===== src/rtl/pipelined_fixed_shifter.sv =====
// Two-stage pipelined mantissa-to-unsigned-fixed shifter with saturation and valid/ready flow control.
// Optional build macro ROUNDING_EN enables round-to-nearest-even on right shifts and the OutInexact flag.
module pipelined_fixed_shifter #(
    parameter int MANTISSABITS   = 23,
    parameter int FIXEDSIZE      = 16,
    parameter int RADIXPOINTSIZE = 6
) (
    input  logic                      Clk,
    input  logic                      Rst_n,
    input  logic [MANTISSABITS:0]     InNormFloat,
    input  logic [RADIXPOINTSIZE-1:0] InShiftAmount,
    input  logic                      InShiftDirection,
    input  logic                      InValid,
    output logic                      InReady,
    output logic [FIXEDSIZE-1:0]      OutUFixed,
    output logic                      OutOverflow,
    output logic                      OutInexact,
    output logic                      OutValid,
    input  logic                      OutReady
);

    localparam int unsigned W  = MANTISSABITS + 1;
    // Wide enough to hold the mantissa shifted left by the largest encodable amount.
    localparam int unsigned PW = W + (1 << RADIXPOINTSIZE) - 1;

    logic                      v1;
    logic                      v2;
    logic [W-1:0]              mant;
    logic [RADIXPOINTSIZE-1:0] amt;
    logic                      dir;
    logic                      load2;

    logic [PW-1:0] product;
    logic [PW-1:0] truncated;
    logic [PW-1:0] rounded;
    logic [PW-1:0] value;
    logic          round_up;
    logic          overflow;
    logic          inexact;
`ifdef ROUNDING_EN
    logic          guard;
    logic          sticky;
`endif

    assign load2    = !v2 || OutReady;
    assign InReady  = !v1 || load2;
    assign OutValid = v2;

    always_ff @(posedge Clk or negedge Rst_n) begin
        if (!Rst_n) begin
            v1   <= 1'b0;
            mant <= '0;
            amt  <= '0;
            dir  <= 1'b0;
        end else if (InReady) begin
            v1 <= InValid;
            if (InValid) begin
                mant <= InNormFloat;
                amt  <= InShiftAmount;
                dir  <= InShiftDirection;
            end
        end
    end

    always_comb begin
        product   = PW'(mant) << amt;
        truncated = PW'(mant >> amt);
`ifdef ROUNDING_EN
        guard  = 1'b0;
        sticky = 1'b0;
        // Guard is the bit just below the new LSB; amounts past the top leave only sticky.
        for (int unsigned i = 0; i < W; i++) begin
            if (i + 1 == 32'(amt)) begin
                guard = mant[i];
            end else if (i + 1 < 32'(amt)) begin
                sticky = sticky | mant[i];
            end
        end
        round_up = guard && (sticky || truncated[0]);
        inexact  = dir && (guard || sticky);
`else
        round_up = 1'b0;
        inexact  = 1'b0;
`endif
        rounded  = truncated + PW'(round_up);
        value    = dir ? rounded : product;
        overflow = |value[PW-1:FIXEDSIZE];
    end

    always_ff @(posedge Clk or negedge Rst_n) begin
        if (!Rst_n) begin
            v2          <= 1'b0;
            OutUFixed   <= '0;
            OutOverflow <= 1'b0;
            OutInexact  <= 1'b0;
        end else if (load2) begin
            v2 <= v1;
            if (v1) begin
                OutUFixed   <= overflow ? '1 : value[FIXEDSIZE-1:0];
                OutOverflow <= overflow;
                OutInexact  <= inexact;
            end
        end
    end

endmodule

===== config.mk =====
export PLATFORM = sky130hd
export DESIGN_NAME = pipelined_fixed_shifter
export DESIGN_NICKNAME = d
export VERILOG_FILES = /design/src/rtl/pipelined_fixed_shifter.sv
export SDC_FILE = /design/constraint.sdc
export NUM_CORES = 1
export LEC_CHECK = 0
export CORE_MARGIN = 2
export CORE_UTILIZATION = 60
export DETAILED_ROUTE_END_ITERATION = 10
export HOLD_SLACK_MARGIN = 0.15
export PLACE_DENSITY_LB_ADDON = 0.12
export SETUP_SLACK_MARGIN = 0.1
export SLEW_MARGIN = 20
export SYNTH_ARGS = -nofsm -noshare
export SYNTH_HDL_FRONTEND = slang
export SYNTH_SLANG_ARGS = --single-unit

===== constraint.sdc =====
create_clock -name Clk -period 6.35 [get_ports Clk]
set_input_delay 1.27 -clock Clk [delete_from_list [all_inputs] [get_ports Clk]]
set_output_delay 1.27 -clock Clk [all_outputs]
set_load 0.01 [all_outputs]

==> results of run 1 <==
## registers in the layout (all words and copies together), names as in the netlist
| register | flops |
|---|---|
| amt | 6 |
| OutOverflow | 1 |
| OutUFixed | 16 |
| OutValid | 1 |
| v1 | 1 |
| dir | 1 |
| mant | 24 |
## per-stage QoR
stage	worst slack, ns	hold WS (ns)	area [sq um]	total power [mW]
after floorplan	3.60	0.449	4550	0.998
after global placement	2.31	0.459	5020	1.20
after detailed placement	2.23	0.464	5020	1.22
after CTS	2.22	0.489	5100	1.40
after global routing	2.00	0.525	5120	1.50
final	2.25	0.489	5120	1.41
## logic make-up after synthesis
family                 count (synthesis)  share of synthesized area
buffers and inverters                 58                     0.0584
flip-flops                            50                      0.275
AO/OA/AOI/OAI                        134                      0.202
multiplexers                         109                      0.323
other                                  1                   0.000825
AND/OR/NAND/NOR                      133                      0.141
## layout make-up
type | instances | share of cell area
clock buffer | 5 | 0.0134
tap | 99 | 0.0242
multi-input combinational | 377 | 0.592
timing repair buffer | 61 | 0.117
inverter | 9 | 0.00660
sequential | 50 | 0.245
clock inverter | 2 | 0.00196
## final timing paths
| path | startpoint | end | cells past startpoint |
|---|---|---|---|
| worst max-delay path | amt[1] | OutUFixed[14] | 8 |
| worst min-delay path | v1 | OutValid | 1 |
| worst max register to register | amt[1] | OutUFixed[14] | 8 |
| worst min register to register | v1 | OutValid | 1 |
| max in group asynchronous | Rst_n | amt[0] | 2 |
| min in group asynchronous | Rst_n | mant[5] | 2 |
## synthesized netlist by cell type (all sizes together), types with 5 or more instances
cell type / n / area (sq um)
a31oi: 8 / 50.1
mux2i: 35 / 350
dfrtp: 50 / 1250
nand2: 32 / 120
a211oi: 8 / 72.6
buf: 23 / 134
nor4: 6 / 43.8
inv: 7 / 26.3
clkbuf: 26 / 97.6
nor2: 46 / 173
a21oi: 40 / 234
nor3: 9 / 45.0
mux4: 25 / 563
o211ai: 7 / 52.6
nor2b: 6 / 37.5
nand3: 5 / 25.0
nand2b: 12 / 75.1
o22ai: 18 / 113
mux2: 49 / 556
o21ai: 18 / 90.1
a22oi: 10 / 75.1
## where the power goes
part	total (mW)	switching [mW]	leakage, nW	internal, mW
Sequential	0.488	0.110	0.551	0.378
Clock	0.179	0.104	0.0438	0.0742
Combinational	0.739	0.377	1.31	0.362
## routing by layer
layer	vias up	share of wire	global-route usage
met3	43	0.071	0.0440
met4	0	0.036	0.131
met5	-	0	0
met2	190	0.49	0.485
li1	1887	-	-
met1	1929	0.41	0.401
==> key figures, run 1 <==
Logic synthesis
  – EDFF count, synth: 0
  – Syn avg cell area: about 9.4 sq um
  – Post-Syn Nets: 520
  – Predominant post-synthesis flop cell: dfrtp_1
  – Synth Cell Area: roughly 0.0045 sq mm
  – Cells after Synth: 485
  – Seq/Total Area, Yosys: 0.275
  – Distinct cell type count after synthesis: 60
  – #FFs+latches synth: 50
  – Synth warn: 0
  – Fraction of registers with async set/reset: 1.00

Routing
  – Post-DR vias/cell: 6.71
  – DR WL/cell: about 20 microns
  – Vias: about 4,000
  – Initial drt markers: 427
  – Drt total wl: 12.0 mm
  – First drt pass iteration count: 5
  – Post-DRT Antenna Nets: 0
  – Residual DRC count: 0

Worst setup path
  – Slowest cell on the critical path: dfrtp_1
  – Critical path class: reg2reg
  – R2R setup slack: 2.25 ns
  – CP peak stage delay: 0.94 ns
  – Startpoint Class: flip-flop
  – Delay-heaviest family, CP: compound AO/OA/AOI/OAI gates
  – Worst path bufs/invs: 1
  – CP cell instances: buf_4, mux4_2, nor4_1, nor3_1, o311ai_0, o211ai_1, a211oi_4, a21oi_1
  – CP required: 6.51 ns
  – Critical Path AT: ~4.3 ns
  – Critical path capture point type: flip-flop
  – Crit path max fanout: 26

Flow run
  – Maxcap violations: 0

STA
  – Fin crit share: 0.646
  – Setup Viol. Count Final: 0
  – Final clock skew: 0.00583 ns
  – Final TNS setup: 0 ns
  – RSZ-0062 raised after global routing: no
  – Minimum clock period: slightly above 4 ns
  – Worst-margin pin slew: 0.957 ns
  – Max-slew headroom: 0.357
  – Maximum clock rate: 244 MHz
  – Endpoints failing hold: 0
  – Slew Viols, Final: 0

Clock network
  – CTS tree: done
  – Post-CTS Hold Fix Bufs: 0
  – CTS resizes: 0
  – Reg clk slew, reported paths: 0.09 ns
  – Clk buf depth: 2
  – Clk_lat worst skew: ~0.3 ns
  – Root buffer cell: clkbuf_8
  – Total CTS buffers: 5
  – Post-CTS Setup Inserts: 0
  – CTS Sinks: 50
  – Htree depth: 2

Run status
  – Status: completed

Global routing
  – Largest net degree at the start of global routing: 86
  – First-pass GRT wire length: 20.0 mm
  – GRT overflow: 0
  – Initial antenna violation count: 0
  – Vias in the first global route: slightly below 4,000
  – GRT Util Overall: 0.300

Floorplan
  – FP Rows: 31
  – Die Span X: 91.0 microns
  – Area of the die: around 0.0083 sq mm
  – Core Area: 0.00729 sq mm
  – Top-Level Pins: 55
  – Vert. Die Dim: 91.0 microns
  – Starting density of the core: 0.623

Power and ir drop
  – P_leak: 1.91 nW
  – PwrDens: 275 mW/mm^2
  – Max IR drop VDD: 0.226 mV

Placed design
  – I/O Buffers: 53
  – DPL Wire Length: 8.81 mm
  – Placed Instances: 595
  – Gpl congestion: approximately 1.0

Cells and area
  – Post-layout util: 0.702
  – Commonest cells after routing, fill and taps aside: 52 x clkdlybuf4s50_1, 49 x dfrtp_1, 46 x nor2_1
  – Area Growth Syn to Fin: 12.6%
  – Area of the multi-input gates: 0.00303 sq mm
  – FF+latch area: 0.00125 sq mm
  – Ant diodes: 0
  – Layout cells sized above 1: 0.206
  – Filler cell count: 597
  – Final Non-Filler Cells: 603
  – Nets@finish: 539
  – Commonest non-fill, non-tap cell in the layout: clkdlybuf4s50_1

Worst hold path
  – Hold Path Class: reg2reg
Power figures use the tool's default switching activity.
==> run 2: changes to the inputs <==
--- a/config.mk
+++ b/config.mk
@@ -6,7 +6,7 @@
 export NUM_CORES = 1
 export LEC_CHECK = 0
 export CORE_MARGIN = 2
-export CORE_UTILIZATION = 60
+export CORE_UTILIZATION = 52
 export DETAILED_ROUTE_END_ITERATION = 10
 export HOLD_SLACK_MARGIN = 0.15
 export PLACE_DENSITY_LB_ADDON = 0.12
==> constraint.sdc (replaced) <==
create_clock -name Clk -period 3.5 [get_ports Clk]
set_input_delay 0.7 -clock Clk [delete_from_list [all_inputs] [get_ports Clk]]
set_output_delay 0.7 -clock Clk [all_outputs]
set_load 0.01 [all_outputs]
==> key figures, run 2 (same netlist as run 1, synthesis figures left out) <==
Run status
  – Status: completed

Power and ir drop
  – PwrDens: 514 mW/mm^2 (+87%)
  – Max IR drop VDD: 0.298 mV (+32%)
  – P_leak: 1.98 nW (+3.9%)
  – Pwr Total: 2.72 mW (+93%)

Worst setup path
  – R2R setup slack: 0.31 ns (-1.94 ns)
  – Critical Path AT: 3.39 ns (-0.87 ns)
  – Startpoint Class: flip-flop
  – Crit path max fanout: 17 (-35%)
  – Critical path class: reg2reg
  – CP required: 3.70 ns (-2.81 ns)
  – Critical path capture point type: flip-flop

Cells and area
  – Largest register FFs: 24 (unchanged)
  – Filler cell count: 768 (+29%)
  – Ant diodes: 0 (unchanged)
  – Area Growth Syn to Fin: 16.3%
  – Final Non-Filler Cells: 625 (+3.6%)
  – Post-layout util: 0.615 (-0.0869)
  – Layout cells sized above 1: 0.226 (+0.0200)
  – Commonest non-fill, non-tap cell in the layout: clkdlybuf4s50_1
  – Reg with most FFs: mant
  – Commonest cells after routing, fill and taps aside: 52 x clkdlybuf4s50_1, 49 x dfrtp_1, 46 x nor2_1
  – Largest regs: mant (24), OutUFixed (16), amt (6)
  – Nets@finish: 551 (+2.2%)

Routing
  – Initial drt markers: 330 (-23%)
  – Post-DR vias/cell: 6.51 (-3.0%)
  – First drt pass iteration count: 5 (unchanged)
  – Residual DRC count: 0 (unchanged)
  – DR WL/cell: 20.8 microns (+4.1%)
  – Post-DRT Antenna Nets: 0 (unchanged)
  – Drt total wl: 13.0 mm (+7.8%)
  – Vias: 4,071 (+0.54%)

Floorplan
  – Die Span X: 97.5 microns (+7.1%)
  – Core Area: 0.00859 sq mm (+18%)
  – Top-Level Pins: 55 (unchanged)
  – Starting density of the core: 0.529 (-0.0944)
  – Area of the die: 0.00951 sq mm (+15%)
  – Vert. Die Dim: 97.5 microns (+7.1%)
  – FP Rows: 34 (+9.7%)

Global routing
  – Met1 usage: 0.395 (-0.00587)
  – Busiest grt layer: met2
  – GRT overflow: 0 (unchanged)
  – GR Layer Usage met3: 0.0317 (-0.0123)
  – Met2 Use GR: 0.433 (-0.0518)
  – First-pass GRT wire length: 20.8 mm (+4.0%)
  – Initial antenna violation count: 0 (unchanged)
  – Largest net degree at the start of global routing: 51 (-41%)
  – GRT Util Overall: 0.272 (-0.0276)
  – Vias in the first global route: 3,773 (-3.8%)

Clock network
  – CTS Sinks: 50 (unchanged)
  – Clk buf depth: 2 (unchanged)
  – Reg clk slew, reported paths: 0.10 ns (about the same)
  – CTS tree: done
  – Htree depth: 2 (unchanged)
  – Root buffer cell: clkbuf_8
  – Total CTS buffers: 5 (unchanged)
  – Clk_lat worst skew: 0.31 ns (about the same)

Placed design
  – I/O Buffers: 53 (unchanged)
  – Gpl congestion: 0.925 (-8.2%)
  – Placed Instances: 616 (+3.5%)
  – DPL Wire Length: 9.80 mm (+11%)

STA
  – Minimum clock period: 3.19 ns (-0.911 ns)
  – Worst-margin pin slew: 1.01 ns (+0.0524 ns)
  – Slew Viols, Final: 0 (unchanged)
  – Setup Viol. Count Final: 0 (unchanged)
  – Max-slew headroom: 0.322 (-0.0352)
  – RSZ-0062 raised after global routing: no
  – Maximum clock rate: 313 MHz (+29%)
  – Min Hold Slack: 0.430 ns (-0.0584 ns)
  – Final clock skew: 0.00946 ns (+0.00363 ns)
  – Final TNS setup: 0 ns (unchanged)
  – Endpoints failing hold: 0 (unchanged)
  – Fin crit share: 0.912 (+0.266)

Flow run
  – Maxcap violations: 0 (unchanged)

Worst hold path
  – Hold Path Class: in2async
[run 2: cell count changes in the layout (fill, tap and decap cells not counted), sizes merged]
| cell | previous run | this run |
|---|---|---|
| buf | 9 | 21 |
| bufinv | 0 | 1 |
| clkinv | 4 | 2 |
| clkinvlp | 0 | 2 |
[run 2: stage by stage]
| stage | area [sq um] | setup WS (ns) |
|---|---|---|
| final | 5290 | 0.309 |
| after global routing | 5290 | 0.158 |
| after CTS | 5270 | 0.202 |
| after detailed placement | 5160 | 0.225 |
| after global placement | 5160 | 0.274 |
| after floorplan | 4550 | 0.746 |
[run 2: power breakdown]
group | total [mW] | internal [mW] | switching, mW
Sequential | 0.867 | 0.686 | 0.181
Combinational | 1.43 | 0.691 | 0.735
Clock | 0.423 | 0.213 | 0.210
Total | 2.72 | 1.59 | 1.13
[run 2: critical path, cell delays in order, from the launching register on]
cell and delay [ns]:
dfrtp_4 0.57, buf_4 0.21, mux4_2 0.56, nor4_1 0.34
o22a_1 0.20, a31oi_1 0.06, o311ai_0 0.36, o211ai_1 0.21
a211oi_4 0.29, buf_12 0.19, a31oi_1 0.08
[run 2: final timing paths]
path / from / endpoint / depth (start not counted)
max: amt[0] / OutUFixed[1] / 10
min: Rst_n / OutOverflow / 1
max reg2reg: amt[0] / OutUFixed[1] / 10
min reg2reg: v1 / OutValid / 1
max in group asynchronous: Rst_n / mant[20] / 2
min in group Clk: v1 / OutValid / 1
[run 2: timing repair]
action,CTS,global route
endpoints found under the setup margin,0,17
gates resized for setup,0,1
hold buffers,0,0
buffers inserted,0,1
endpoints found under the hold margin,0,0
[run 2: routing by layer]
layer | share of wire | wire (microns) | vias up
met5 | 0 | 0 | -
met4 | 0.023 | 296 | 0
met3 | 0.058 | 755 | 22
met2 | 0.47 | 6160 | 182
met1 | 0.44 | 5770 | 1960
li1 | - | - | 1907
[run 2: area by class of cell]
cell class / instances / area [sq um] / share of cell area
multi-input combinational: 377 / 3030 / 0.573
timing repair buffer: 73 / 717 / 0.136
clock inverter: 3 / 45.0 / 0.00852
sequential: 50 / 1250 / 0.237
inverter: 9 / 33.8 / 0.00639
clock buffer: 5 / 68.8 / 0.0130
tap: 108 / 135 / 0.0256
